**config.mk**
```make
export PLATFORM = sky130hd
export DESIGN_NAME = uart_frame_packer_flat
export DESIGN_NICKNAME = d
export VERILOG_FILES = /design/src/rtl/uart_frame_packer_if.sv /design/src/rtl/uart_frame_packer.sv /design/src/flat_wrapper.sv
export SDC_FILE = /design/constraint.sdc
export NUM_CORES = 1
export LEC_CHECK = 0
export BUFFER_PORTS_ARGS = -buffer_cell sky130_fd_sc_hd__buf_4
export CAP_MARGIN = 10
export CORE_MARGIN = 4
export CORE_UTILIZATION = 50
export DETAILED_ROUTE_END_ITERATION = 10
export PLACE_DENSITY = 0.78
export SYNTH_ARGS = -nofsm -noshare
export SYNTH_HDL_FRONTEND = slang
export SYNTH_SLANG_ARGS = --single-unit
export TNS_END_PERCENT = 20
```
**constraint.sdc**
```tcl
create_clock -name CLK -period 3.1 [get_ports CLK]
set_clock_uncertainty 0.2 [all_clocks]
set_input_delay 0.31 -clock CLK [delete_from_list [all_inputs] [get_ports CLK]]
set_output_delay 0.31 -clock CLK [all_outputs]
set_load 0.02 [all_outputs]
```
**src/rtl/uart_frame_packer_if.sv**
```systemverilog
// Byte-stream input and frame output bundle for uart_frame_packer.
// The master side feeds payload bytes and watches the frame strobe;
// the slave side is the packer itself.
`timescale 1ns/1ps
interface uart_frame_packer_if #(
    parameter int BYTE_SIZE      = 8,
    parameter int FULL_DATA_SIZE = 40
) ();
    logic [BYTE_SIZE-1:0]      in_byte;
    logic                      in_byte_valid;
    logic                      in_last;
    logic                      in_byte_ready;
    logic [FULL_DATA_SIZE-1:0] full_data;
    logic                      out_valid;
    logic                      busy;

    modport master (
        output in_byte, in_byte_valid, in_last,
        input  in_byte_ready, full_data, out_valid, busy
    );

    modport slave (
        input  in_byte, in_byte_valid, in_last,
        output in_byte_ready, full_data, out_valid, busy
    );
endinterface

```
**src/rtl/uart_frame_packer.sv**
```systemverilog
// uart_frame_packer: gathers payload bytes from a valid/ready stream and
// packs them into {header, len, payload..., xor checksum}. The frame is
// strobed into uart_tx, then the packer holds off for a fixed gap so the
// transmitter finishes shifting before the next frame can be launched.
`timescale 1ns/1ps
module uart_frame_packer #(
    parameter int                FULL_DATA_SIZE   = 40,
    parameter int                BYTE_SIZE        = 8,
    parameter logic [BYTE_SIZE-1:0] HEADER_BYTE   = 8'h00,
    parameter int                OUT_VALID_CYCLES = 2,
    parameter int                TX_GAP_CYCLES    = 1000
) (
    input logic              CLK,
    input logic              RST,
    uart_frame_packer_if.slave bus
);

    localparam int NBYTES        = FULL_DATA_SIZE / BYTE_SIZE;
    localparam int PAYLOAD_BYTES = NBYTES - 3;
    localparam int CNT_W         = $clog2(PAYLOAD_BYTES + 1);
    localparam int GAP_W         = $clog2(TX_GAP_CYCLES + 1);
    localparam int OV_W          = $clog2(OUT_VALID_CYCLES + 1);

    typedef enum logic [1:0] {
        COLLECT = 2'd0,
        LAUNCH  = 2'd1,
        GAP     = 2'd2
    } state_t;

    state_t state;
    state_t state_next;

    logic [CNT_W-1:0]          count;
    logic [BYTE_SIZE-1:0]      payload [PAYLOAD_BYTES];
    logic [FULL_DATA_SIZE-1:0] full_data_q;
    logic [OV_W-1:0]           ov_cnt;
    logic [GAP_W-1:0]          gap_cnt;

    logic                      accept;
    logic                      frame_done;
    logic [FULL_DATA_SIZE-1:0] frame_next;
    logic [BYTE_SIZE-1:0]      frame_len;
    logic [BYTE_SIZE-1:0]      frame_chk;
    logic [BYTE_SIZE-1:0]      frame_slot;

    // A byte lands when offered while collecting; it closes the frame if
    // flagged last or if it fills the final payload slot.
    always_comb begin
        accept     = bus.in_byte_valid & (state == COLLECT) & ~RST;
        frame_done = accept & (bus.in_last | (count == CNT_W'(PAYLOAD_BYTES - 1)));
    end

    // Build the frame as it would look with the incoming byte already in its
    // slot, so the closing edge can register it with the right len and chk.
    always_comb begin
        frame_next = '0;
        frame_slot = '0;
        frame_len  = BYTE_SIZE'(count) + BYTE_SIZE'(1);
        frame_chk  = frame_len;
        frame_next[FULL_DATA_SIZE-1 -: BYTE_SIZE]           = HEADER_BYTE;
        frame_next[FULL_DATA_SIZE-1-BYTE_SIZE -: BYTE_SIZE] = frame_len;
        for (int i = 0; i < PAYLOAD_BYTES; i++) begin
            frame_slot = (count == CNT_W'(i)) ? bus.in_byte : payload[i];
            frame_next[FULL_DATA_SIZE-1-(i+2)*BYTE_SIZE -: BYTE_SIZE] = frame_slot;
            frame_chk = frame_chk ^ frame_slot;
        end
        frame_next[BYTE_SIZE-1:0] = frame_chk;
    end

    // State register; reset aborts whatever frame is in progress.
    always_ff @(posedge CLK) begin
        if (RST) begin
            state <= COLLECT;
        end else begin
            state <= state_next;
        end
    end

    // Next-state and handshake outputs; ready is withheld during reset.
    always_comb begin
        state_next        = state;
        bus.in_byte_ready = (state == COLLECT) & ~RST;
        bus.out_valid     = (state == LAUNCH);
        bus.busy          = (state != COLLECT);
        bus.full_data     = full_data_q;
        case (state)
            COLLECT: if (frame_done)               state_next = LAUNCH;
            LAUNCH:  if (ov_cnt <= OV_W'(1))       state_next = GAP;
            GAP:     if (gap_cnt <= GAP_W'(1))     state_next = COLLECT;
            default:                               state_next = COLLECT;
        endcase
    end

    // Payload capture, frame register and the strobe/gap down-counters.
    always_ff @(posedge CLK) begin
        if (RST) begin
            count       <= '0;
            full_data_q <= '0;
            ov_cnt      <= '0;
            gap_cnt     <= '0;
            for (int i = 0; i < PAYLOAD_BYTES; i++) begin
                payload[i] <= '0;
            end
        end else begin
            case (state)
                COLLECT: begin
                    if (accept) begin
                        for (int i = 0; i < PAYLOAD_BYTES; i++) begin
                            if (count == CNT_W'(i)) begin
                                payload[i] <= bus.in_byte;
                            end
                        end
                        count <= count + CNT_W'(1);
                        if (frame_done) begin
                            full_data_q <= frame_next;
                            ov_cnt      <= OV_W'(OUT_VALID_CYCLES);
                        end
                    end
                end
                LAUNCH: begin
                    ov_cnt <= ov_cnt - OV_W'(1);
                    if (state_next == GAP) begin
                        gap_cnt <= GAP_W'(TX_GAP_CYCLES);
                    end
                end
                GAP: begin
                    gap_cnt <= gap_cnt - GAP_W'(1);
                    if (state_next == COLLECT) begin
                        count <= '0;
                        for (int i = 0; i < PAYLOAD_BYTES; i++) begin
                            payload[i] <= '0;
                        end
                    end
                end
                default: begin
                    count <= '0;
                end
            endcase
        end
    end

endmodule
```
**src/flat_wrapper.sv**
```systemverilog
// flat-port wrapper written by rule: the top's interface ports become plain ports
module uart_frame_packer_flat 
#(
    parameter int                FULL_DATA_SIZE   = 40,
    parameter int                BYTE_SIZE        = 8,
    parameter logic [BYTE_SIZE-1:0] HEADER_BYTE   = 8'h00,
    parameter int                OUT_VALID_CYCLES = 2,
    parameter int                TX_GAP_CYCLES    = 1000
)
  (CLK, RST, bus_in_byte, bus_in_byte_valid, bus_in_last, bus_in_byte_ready, bus_full_data, bus_out_valid, bus_busy);
  uart_frame_packer_if #(.BYTE_SIZE(BYTE_SIZE), .FULL_DATA_SIZE(FULL_DATA_SIZE)) bus_i ();
  input logic CLK;
  input logic RST;
  input wire logic [$bits(bus_i.in_byte)-1:0] bus_in_byte;
  input wire logic [$bits(bus_i.in_byte_valid)-1:0] bus_in_byte_valid;
  input wire logic [$bits(bus_i.in_last)-1:0] bus_in_last;
  output wire logic [$bits(bus_i.in_byte_ready)-1:0] bus_in_byte_ready;
  output wire logic [$bits(bus_i.full_data)-1:0] bus_full_data;
  output wire logic [$bits(bus_i.out_valid)-1:0] bus_out_valid;
  output wire logic [$bits(bus_i.busy)-1:0] bus_busy;
  assign bus_i.in_byte = bus_in_byte;
  assign bus_i.in_byte_valid = bus_in_byte_valid;
  assign bus_i.in_last = bus_in_last;
  assign bus_in_byte_ready = bus_i.in_byte_ready;
  assign bus_full_data = bus_i.full_data;
  assign bus_out_valid = bus_i.out_valid;
  assign bus_busy = bus_i.busy;
  uart_frame_packer #(.FULL_DATA_SIZE(FULL_DATA_SIZE), .BYTE_SIZE(BYTE_SIZE), .HEADER_BYTE(HEADER_BYTE), .OUT_VALID_CYCLES(OUT_VALID_CYCLES), .TX_GAP_CYCLES(TX_GAP_CYCLES)) u_core (.CLK(CLK), .RST(RST), .bus(bus_i));
endmodule
```
Word level (Yosys, flattened, before mapping)
Memory sizes are Yosys's and may differ from the RTL's.
Cells that the tools add are included.
{ "classes": {"add_sub_neg": 4, "magnitude_cmp": 2, "eq_ne": 8, "n_mux": 34, "n_bitwise": 13, "reduce_logical": 10} }
{ "ops": {"columns": ["operator", "n"], "rows": [
  ["2-to-1 mux 8 bit", 6],
  ["case mux 10 bit (2 select lines)", 1],
  ["2-to-1 mux 1 bit", 16],
  ["bitwise XOR 8 bit", 2],
  ["2-to-1 mux 2 bit", 7],
  ["case mux 2 bit (3 select lines)", 2],
  ["<= comparator 10 x 1 -> 1 bit (second input constant)", 1],
  ["2-to-1 mux 10 bit", 1],
  ["subtractor 10 x 1 -> 10 bit (second input constant)", 1],
  ["AND reduction 3 bit", 3],
  ["!= test 2 x 1 -> 1 bit (second input constant)", 4],
  ["logical NOT 2 bit", 3],
  ["nonzero test 2 bit", 3],
  ["bitwise OR 1 bit", 5],
  ["AND 1 bit", 4],
  ["equality test 2 x 1 -> 1 bit (second input constant)", 2],
  ["equality test 2 bit (second input constant)", 2],
  ["case mux 2 bit (2 select lines)", 1],
  ["adder 2 x 1 -> 3 bit (second input constant)", 1],
  ["adder 2 x 1 -> 2 bit (second input constant)", 1],
  ["<= comparator 2 x 1 -> 1 bit (second input constant)", 1],
  ["inverter 1 bit", 2],
  ["AND reduction 2 bit", 1],
  ["subtractor 2 x 1 -> 2 bit (second input constant)", 1]
]} }
{ "word_totals": {"register_bits": 48, "ramBits": 16, "inputBits": 12, "wordCells": 77, "mem_count": 1} }
{ "mem_list": {"columns": ["memory", "words", "word_bits", "read_ports", "rd_clocked_by_memory_dff", "write_ports", "line", "source"], "rows": [
  ["u_core.payload", 2, 8, 2, 0, 2, "uart_frame_packer.sv:34", "logic [BYTE_SIZE-1:0] payload [PAYLOAD_BYTES];"]
]} }

Logic depth before layout (Yosys ltp)
Gate-level depths: netlist (run 1).
{ "logic_depth": {"word_depth": 12, "ltp_mapped": 8, "ltp_nobuf": 6} }

Worst setup path after synthesis (run 1)
OpenSTA, ideal clock, no wires.
{ "synth_path": {"kind": "reg-to-reg", "startpoint": "register u_core.count[0]", "endpoint": "memory u_core.payload[0][0] (enable)", "t_arrival_ps": 1660, "t_required_ps": 2525, "path_slack_ps": 865, "path_stages_with_launch": 7, "cell_sequence": "dfxtp_1 -> inv_1 -> ha_1 -> buf_2 -> clkbuf_1 -> a22oi_1 -> o21bai_1"} }
{ "synth_lines": {"columns": ["element", "line", "source"], "rows": [
  ["start, declared", "uart_frame_packer.sv:33", "logic [CNT_W-1:0] count;"],
  ["start signal, assigned", "uart_frame_packer.sv:113", "count <= count + CNT_W'(1);"],
  ["end, declared", "uart_frame_packer.sv:34", null]
]} }

==> results by group, run 1 <==
Status
  – Status: finished clean

Clock network
  – Clock sink count: 59
  – CTS clk-pin slew, worst paths: 0.07 ns
  – CTS tree: done
  – TritonCTS Buffers: 9
  – Clock Root Buffer: clkbuf_8
  – Max Root-Sink Buffers: 2
  – PostCTS Resize Cnt: 0
  – H-tree levels: 3
  – Worst-skew pair later-pin latency: approximately 0.34 ns
  – Post-CTS setup buffers: 0
  – Post-CTS Hold Buffers: 0

Global route
  – Largest net degree at the start of global routing: 48
  – Grt ovf: 0
  – First-pass GRT wire length: 9.901 mm
  – Antenna violations before repair: 0
  – GRT Overall Usage: 17.53%
  – Vias in the first global route: about 2100

Drt
  – Via count: 2112
  – DR vias/cell: 5.307
  – # DRC: 0
  – First-pass DRT Iterations: 5
  – Number of DRC markers in iteration 0: 104
  – Routed length per instance: 14.91 µm
  – Antenna Violating Nets Remaining: 0
  – DRT Wirelength: 5.935 mm

Cells and area
  – Layout cell share with drive strength beyond 1: 26.07%
  – Area Overhead vs Synth: 16.45%
  – Commonest cells after routing, fill and taps aside: dfxtp_1, buf_4, nor2_1, a211oi_2, mux2i_1
  – NumNets Final: 339
  – Final std cell area, no fill: about 3500 µm²
  – Antenna diodes: 0
  – Commonest non-fill, non-tap cell in the layout: dfxtp_1

Synth
  – Synthesized instance count: 284
  – Yosys reg bits: 59
  – Number of synthesized flops with an enable pin: 16
  – Avg Cell Area, Syn: ~10 µm²
  – Post-synthesis async set-or-reset flop share: 0%
  – Dominant synthesized flop cell: dfxtp_1
  – Post-synth top area share: 28.94%
  – Synth top area cells: dfxtp_1, edfxtp_1, a211oi_2
  – Mapped cell area: 2974 µm²
  – Post-synth top area cell: dfxtp_1
  – Ys Warns: 0
  – Synth unique cells: 41
  – Sequential-to-total area share from yosys stat: 45.10%

Place
  – Gpl congestion: 0.7769
  – IO Port Bufs: around 40
  – Placed Area: 3258 µm²
  – Post-DP HPWL: 4.073 mm

STA
  – Final Cycle Share: 81.75%
  – Worst rel slew slack: 31.36%
  – Hold Fails Final Rpt: 0
  – Tmin final: 2.534 ns
  – Endpoints failing setup: 0
  – RSZ-0062 raised after global routing: false
  – Final TNS setup: 0 ns
  – Maximum clock rate: 394.6 MHz
  – Slew @ Worst Pin: about 1.0 ns
  – Max Slew Vio Count: 0

Floorplan
  – Row cnt: 27
  – Top-level I/O count: 55
  – Die Height: 85.13 µm
  – Core area: between 5000 and 6000 µm²
  – Die width: 85.13 µm
  – DIE AREA: 7246 µm²
  – Initial Util: between 50% and 60%

Power
  – Lkg Pwr: 1.366 nW
  – Power per cell area: 616.2 nW/µm²
  – Worst vdd ir: 0.3924 mV

Setup path
  – Worst setup EP type: flip-flop
  – Max FO, Critical Path: 13
  – Crit path kind: flip-flop to flip-flop
  – Critical Path Start Type: flip-flop
  – Reg2Reg Setup Slack: ~0.57 ns
  – CP required: 2.88 ns
  – CP arrival: 2.31 ns

Worst hold path
  – Hold WC Path Type: input pin to flip-flop

Run
  – Max Cap Viol: 0
==> final timing paths <==
check	endpoint	startpoint	cells past startpoint
worst max-delay path	u_core.payload[0][15]	u_core.count[0]	3
worst min-delay path	u_core.payload[0][1]	bus_in_byte[1]	2
worst max register to register	u_core.payload[0][15]	u_core.count[0]	3
worst min register to register	u_core.bus.full_data[25]	u_core.bus.full_data[25]	2
==> metal layers <==
layer  GRT usage, %  wire (µm)  up-vias
li1               -          -     1042
met1          22.77       2731     1011
met2          26.34       2713       46
met3          6.214        374       13
met4          7.482        115        0
met5              0          0        -
==> flip-flops by register name, indices dropped and copies added, names as in the netlist <==
register	flops
u_core.gap_cnt	10
u_core.payload	16
u_core.count	2
u_core.state	2
u_core.bus.full_data	27
u_core.ov_cnt	2
==> cell usage after synthesis, types with 2 or more instances <==
library cell	count
dfxtp_1	43
nor2_1	36
a211oi_2	20
buf_4	20
mux2i_1	17
edfxtp_1	16
a21oi_1	14
xnor2_1	11
xor2_1	11
nand2_1	9
nand2b_1	9
and2_1	8
ha_1	6
inv_1	6
clkbuf_1	5
nand3b_1	5
nor2b_1	5
nor3_1	5
a211oi_1	4
buf_2	3
o21a_1	3
a22oi_1	2
a311oi_1	2
a31oi_1	2
and3_1	2
nand3_1	2
nor4b_4	2
o21ai_0	2
o21bai_1	2
==> power by group <==
group	leakage (nW)	switching, mW	internal (mW)
clock network	0.0986	0.300	0.413
logic	0.746	0.289	0.212
registers	0.521	0.0510	0.869
total	1.37	0.640	1.49
==> kinds of logic after synthesis <==
group,count (synthesis),share of synthesized area (%)
AND/OR/NAND/NOR,89,17.00
flip-flops,59,45.10
AO/OA/AOI/OAI,55,15.99
buffers and inverters,35,7.067
XOR/XNOR,22,6.479
multiplexers,17,5.721
adder cells (fa/ha/maj),6,2.524
other,1,0.1261
==> layout make-up <==
| cell class | count | area [µm²] |
|---|---|---|
| flip-flops and latches | 59 | 1341 |
| repair buffers | 43 | 335.3 |
| multi-input cells | 202 | 1469 |
| clock inverters | 4 | 50.05 |
| well taps | 72 | 90.09 |
| inverters | 6 | 22.52 |
| clock buffers | 12 | 155.1 |
| fillers | 484 | 2178 |
==> stage by stage <==
step / util (%) / instances / total power, mW / hold WS, ns / setup WS [ns]
after detailed placement: 57.75 / 382 / 1.437 / 0.2606 / 0.5831
after floorplan: - / 296 / 1.314 / 0.2557 / 0.8653
final: 61.39 / 398 / 2.134 / 0.09704 / 0.5657
after CTS: 61.39 / 398 / 2.156 / 0.08510 / 0.5672
after global placement: 57.75 / 382 / 1.427 / 0.2544 / 0.6833
after global routing: 61.39 / 398 / 2.246 / 0.08865 / 0.3908
==> worst max-delay path, cell delays in order, from the launching register on <==
cell      delay (ns)
dfxtp_1         0.51
ha_1            0.65
a22oi_1         0.19
o21bai_1        0.61
Note: power is estimated with default switching activity, not from simulation.
==> run 2, diff against run 1 <==
--- a/config.mk
+++ b/config.mk
@@ -10,7 +10,7 @@
 export CORE_MARGIN = 4
 export CORE_UTILIZATION = 50
 export DETAILED_ROUTE_END_ITERATION = 10
-export PLACE_DENSITY = 0.78
+export PLACE_DENSITY = 0.81
 export SYNTH_ARGS = -nofsm -noshare
 export SYNTH_HDL_FRONTEND = slang
 export SYNTH_SLANG_ARGS = --single-unit
==> constraint.sdc (replaced) <==
create_clock -name CLK -period 2.1 [get_ports CLK]
set_clock_uncertainty 0.2 [all_clocks]
set_input_delay 0.21 -clock CLK [delete_from_list [all_inputs] [get_ports CLK]]
set_output_delay 0.21 -clock CLK [all_outputs]
set_load 0.02 [all_outputs]
==> run 2 against run 1 <==
Compared with the run above: combinational power is 64% higher; sequential cell count stayed put; total power up 50%; critical path type unchanged.
==> results by group, run 2 (synthesis gave the netlist of run 1 again) <==
Setup path
  – CP required: 2.15 ns
  – Max FO, Critical Path: 13
  – Worst setup EP type: flip-flop
  – CP arrival: 2.07 ns
  – R2R Path Start: u_core.count[0]
  – Worst flop-to-flop path endpoint: u_core.bus.full_data[3]
  – Reg2Reg Setup Slack: 0.08 ns
  – Crit path kind: flip-flop to flip-flop
  – Critical Path Start Type: flip-flop
  – FF-to-FF path depth: 7

STA
  – Endpoints failing setup: 0
  – RSZ-0062 raised after global routing: true
  – Final Worst Setup Slack: 0.07699 ns
  – Final TNS setup: 0 ns
  – Final Cycle Share: 96.33%
  – Hold Fails Final Rpt: 0
  – Max Slew Vio Count: 0
  – Tmin final: 2.023 ns
  – Maximum clock rate: 494.3 MHz

Global route
  – GRT Overall Usage: 17.87%
  – Grt ovf: 0
  – Largest net degree at the start of global routing: 29
  – Antenna violations before repair: 0
  – First-pass GRT wire length: 10.19 mm
  – Vias in the first global route: around 2100

Power
  – Power per cell area: 889.9 nW/µm²
  – P_int: ~2.3 mW
  – P_sw: 945.3 µW
  – Tot Pwr: ~3.2 mW
  – Worst vdd ir: about 0.47 mV
  – Lkg Pwr: roughly 1.4 nW
  – Reg power frac: 42.1%
  – Combinational power share: 25.7%
  – Clock share of power: 32.2%
  – Net switching fraction of the power: 29.49%

Run
  – Max Cap Viol: 0

Drt
  – # DRC: 0
  – First-pass DRT Iterations: 4
  – Routed length per instance: 14.65 µm
  – DR vias/cell: 5.201
  – Via count: about 2100
  – Number of DRC markers in iteration 0: roughly 160
  – Antenna Violating Nets Remaining: 0
  – DRT Wirelength: 6.051 mm

Cells and area
  – Commonest non-fill, non-tap cell in the layout: buf_4
  – NumNets Final: roughly 350
  – Reg area: 1341 µm²
  – Footprint of the multi-input gates: about 1500 µm²
  – Layout cell share with drive strength beyond 1: 29.91%
  – Area Overhead vs Synth: 21.12%
  – Final design utilization: between 60% and 70%
  – Commonest cells after routing, fill and taps aside: buf_4, dfxtp_1, nor2_1, a211oi_2, edfxtp_1
  – Fill cell total of the finished layout: 455
  – Max FFs per register: 27
  – Antenna diodes: 0

Floorplan
  – Die width: 85.13 µm
  – Die Height: approximately 85 µm
  – Top-level I/O count: 55
  – Row cnt: 27
  – Initial Util: roughly 53%
  – Core area: approximately 5600 µm²
  – DIE AREA: just over 7000 µm²

Clock network
  – CTS tree: done
  – Worst-skew pair later-pin latency: 0.33 ns
  – Clock Root Buffer: clkbuf_8
  – Post-CTS setup buffers: 0
  – Max Root-Sink Buffers: 2
  – H-tree levels: 3
  – CTS clk-pin slew, worst paths: 0.07 ns
  – TritonCTS Buffers: 9
  – Clock sink count: 59

Place
  – Post-DP HPWL: 4.234 mm
  – Gpl congestion: a little over 0.8
  – DP Worst Slack: 0.1285 ns
  – IO Port Bufs: 41

Status
  – Status: finished clean

Worst hold path
  – Hold WC Path Type: input pin to flip-flop
  – WHS Path Cells: 2
  – Worst min-delay path startpoint: bus_in_byte[0]
  – Worst min-delay path endpoint: u_core.payload[0][8]
==> run 2: how the worst max path moves through the flow <==
stage                      start                      end  slack [ns]  cells after the start
2_1_floorplan  u_core.gap_cnt[0]    u_core.payload[0][10]       0.008                      6
3_3_place_gp   u_core.gap_cnt[1]     u_core.payload[0][3]        0.16                      6
3_5_place_dp   u_core.gap_cnt[1]     u_core.payload[0][2]        0.13                      6
4_1_cts          u_core.count[0]  u_core.bus.full_data[3]        0.07                      7
5_1_grt          u_core.count[0]  u_core.bus.full_data[3]       -0.04                      7
6_report         u_core.count[0]  u_core.bus.full_data[3]        0.08                      7
==> run 2: critical path, cell delays in order, from the launching register on <==
cell and delay (ns):
dfxtp_1 0.33, buf_4 0.15, ha_1 0.15, buf_4 0.24, mux2i_2 0.36, xnor2_1 0.19, nand2b_1 0.11, a211oi_2 0.19
==> run 2: final cells by class <==
class / count / area share [%]
sequential: 59 / 37.24
tap: 72 / 2.501
multi-input combinational: 202 / 41.58
timing repair buffer: 58 / 12.57
clock inverter: 2 / 0.9726
inverter: 6 / 0.6252
clock buffer: 14 / 4.515
==> run 2: stage by stage <==
stage | cell area, µm² | hold WS, ns | cells
after detailed placement | 3359 | 0.2474 | 395
after global routing | 3602 | 0.0009817 | 413
after CTS | 3577 | 0.002193 | 413
after global placement | 3359 | 0.2505 | 395
final | 3602 | 0.01890 | 413
after floorplan | 3023 | 0.2273 | 296
==> run 2: metal layers <==
metal	part of all wire [%]	GRT usage [%]
met3	5.3	6.408
met4	1.9	7.050
met2	47	27.05
met1	46	23.23
met5	0	0
==> run 2: timing repair <==
action | 4_1_cts | 5_1_grt
endpoints found under the hold margin | 4 | 0
setup endpoints to repair | 0 | 14
hold buffers | 2 | 0
gates resized for setup | 0 | 6
==> run 2: power by group through the flow <==
stage	Combinational (mW)	Sequential, mW	Clock, mW
global placement	0.782	1.37	0
floorplan	0.524	1.42	0
finish	0.824	1.35	1.03
global route	0.895	1.36	1.11
detailed placement	0.795	1.37	0
CTS	0.808	1.35	1.05
==> run 3, diff against run 2 <==
--- a/config.mk
+++ b/config.mk
@@ -9,6 +9,7 @@
 export CAP_MARGIN = 10
 export CORE_MARGIN = 4
 export CORE_UTILIZATION = 50
+export CTS_BUF_LIST = sky130_fd_sc_hd__clkbuf_8
 export DETAILED_ROUTE_END_ITERATION = 10
 export PLACE_DENSITY = 0.81
 export SYNTH_ARGS = -nofsm -noshare
==> run 3 against run 2 <==
Compared with the run above: fmax about the same; combinational power about the same; first-iteration DRC count is 3.2% lower; sequential cell count unchanged; sequential power hardly changed; design area unchanged.
==> results by group, run 3 (synthesis gave the netlist of run 1 again) <==
Status
  – Status: finished clean

Power
  – P_int: between 2 and 2.5 mW
  – Clock share of power: 31.8%
  – Worst vdd ir: 0.4676 mV
  – Lkg Pwr: ~1.5 nW
  – Reg power frac: 42.3%
  – Combinational power share: between 20% and 30%
  – Power per cell area: 885.9 nW/µm²
  – P_sw: 945.4 µW
  – Net switching fraction of the power: 29.63%
  – Tot Pwr: 3.191 mW

Setup path
  – CP required: 2.15 ns
  – WP buf/inv: 2
  – Max FO, Critical Path: 13
  – CP max stage cell: mux2i_2
  – Worst setup EP type: flip-flop
  – CP arrival: 2.07 ns
  – CP most frequent cell: buf_4
  – Reg2Reg Setup Slack: 0.08 ns
  – CP delay by family, top: buffers and inverters
  – Worst path cell trace: buf_4, ha_1, buf_4, mux2i_2, xnor2_1, nand2b_1, a211oi_2
  – CP max stage delay: 0.36 ns
  – Crit path kind: flip-flop to flip-flop
  – Critical Path Start Type: flip-flop

Clock network
  – Max Root-Sink Buffers: 2
  – Clock Root Buffer: clkbuf_8
  – Clock sink count: 59
  – Worst-skew pair later-pin latency: 0.33 ns
  – Post-CTS setup buffers: 0
  – TritonCTS Buffers: 9
  – H-tree levels: 3
  – CTS tree: done
  – CTS clk-pin slew, worst paths: 0.07 ns

Floorplan
  – Die width: 85.13 µm
  – Initial Util: 52.72%
  – Die Height: 85.13 µm
  – DIE AREA: 7246 µm²
  – Top-level I/O count: 55
  – Core area: approximately 5600 µm²
  – Row cnt: 27

Place
  – DP Worst Slack: 0.1285 ns
  – Placed insts: 395
  – IO Port Bufs: 41
  – Post-DP HPWL: 4.234 mm
  – Placed Area: 3359 µm²
  – Gpl congestion: 0.8057

STA
  – Worst hold slack: 0.01916 ns
  – Max Slew Vio Count: 0
  – RSZ-0062 raised after global routing: true
  – Hold Fails Final Rpt: 0
  – Final Cycle Share: 96.25%
  – Tmin final: ~2.0 ns
  – Maximum clock rate: 494.7 MHz
  – Final Worst Setup Slack: 0.07877 ns
  – Endpoints failing setup: 0

Cells and area
  – NumNets Final: 354
  – Fill cell total of the finished layout: 455
  – Max FFs per register: 27
  – Area Overhead vs Synth: 21.12%
  – Footprint of the multi-input gates: 1498 µm²
  – Reg area: 1341 µm²
  – Final std cell area, no fill: ~3600 µm²
  – Antenna diodes: 0
  – Non-filler cells, final: between 400 and 500
  – Layout cell share with drive strength beyond 1: 29.91%
  – Commonest non-fill, non-tap cell in the layout: buf_4
  – Commonest cells after routing, fill and taps aside: buf_4, dfxtp_1, nor2_1, a211oi_2, edfxtp_1

Drt
  – # DRC: 0
  – DR vias/cell: 5.220
  – Via count: 2156
  – First-pass DRT Iterations: 4
  – Antenna Violating Nets Remaining: 0
  – Routed length per instance: 14.68 µm
  – DRT Wirelength: 6.063 mm
  – Number of DRC markers in iteration 0: between 150 and 200

Global route
  – Grt ovf: 0
  – GRT Overall Usage: 17.87%
  – First-pass GRT wire length: 10.19 mm
  – Largest net degree at the start of global routing: 29
  – Vias in the first global route: 2089
  – Antenna violations before repair: 0

Run
  – Max Cap Viol: 0

Worst hold path
  – Hold WC Path Type: input pin to flip-flop
run 3: cell count changes in the layout (fill, tap and decap cells not counted), sizes merged:
cell	before	now
inv	6	9
clkbuf	14	11
run 3: power groups by stage:
stage               sequential [mW]  clock [mW]  combinational (mW)
global route                   1.36        1.10               0.895
CTS                            1.35        1.04               0.808
floorplan                      1.42           0               0.524
global placement               1.37           0               0.782
detailed placement             1.37           0               0.795
finish                         1.35        1.02               0.824
run 3: repair_timing:
| action | in CTS | in global routing |
|---|---|---|
| hold buffers | 2 | 0 |
| endpoints found under the setup margin | 0 | 14 |
| gates resized for setup | 0 | 6 |
| hold endpoints to repair | 4 | 0 |
run 3: final timing paths:
check                                                 to  cells after the start                startpoint
worst min-delay path                u_core.payload[0][8]                      2            bus_in_byte[0]
worst max register to register   u_core.bus.full_data[3]                      7           u_core.count[0]
worst max-delay path             u_core.bus.full_data[3]                      7           u_core.count[0]
worst min register to register  u_core.bus.full_data[26]                      2  u_core.bus.full_data[26]
run 3: routing by layer:
metal / vias to the layer above / part of all wire (%) / GRT usage, %
met5: - / 0 / 0
met3: 10 / 5.2 / 6.408
met4: 0 / 1.8 / 7.050
li1: 1082 / - / -
met1: 1009 / 46 / 23.23
met2: 55 / 47 / 27.05
run 3: layout make-up:
class / instances / share of cell area (%)
Inverter: 6 / 0.6252
Sequential cell: 59 / 37.24
Multi-Input combinational cell: 202 / 41.58
Clock inverter: 5 / 1.285
Tap cell: 72 / 2.501
Clock buffer: 11 / 4.203
Timing Repair Buffer: 58 / 12.57
run 3: through the flow:
step,utilization (%),TNS (ns)
6_report,63.85,0
5_1_grt,63.85,-0.08038
4_1_cts,63.41,0
3_5_place_dp,59.55,0
3_3_place_gp,59.55,0
2_1_floorplan,-,0
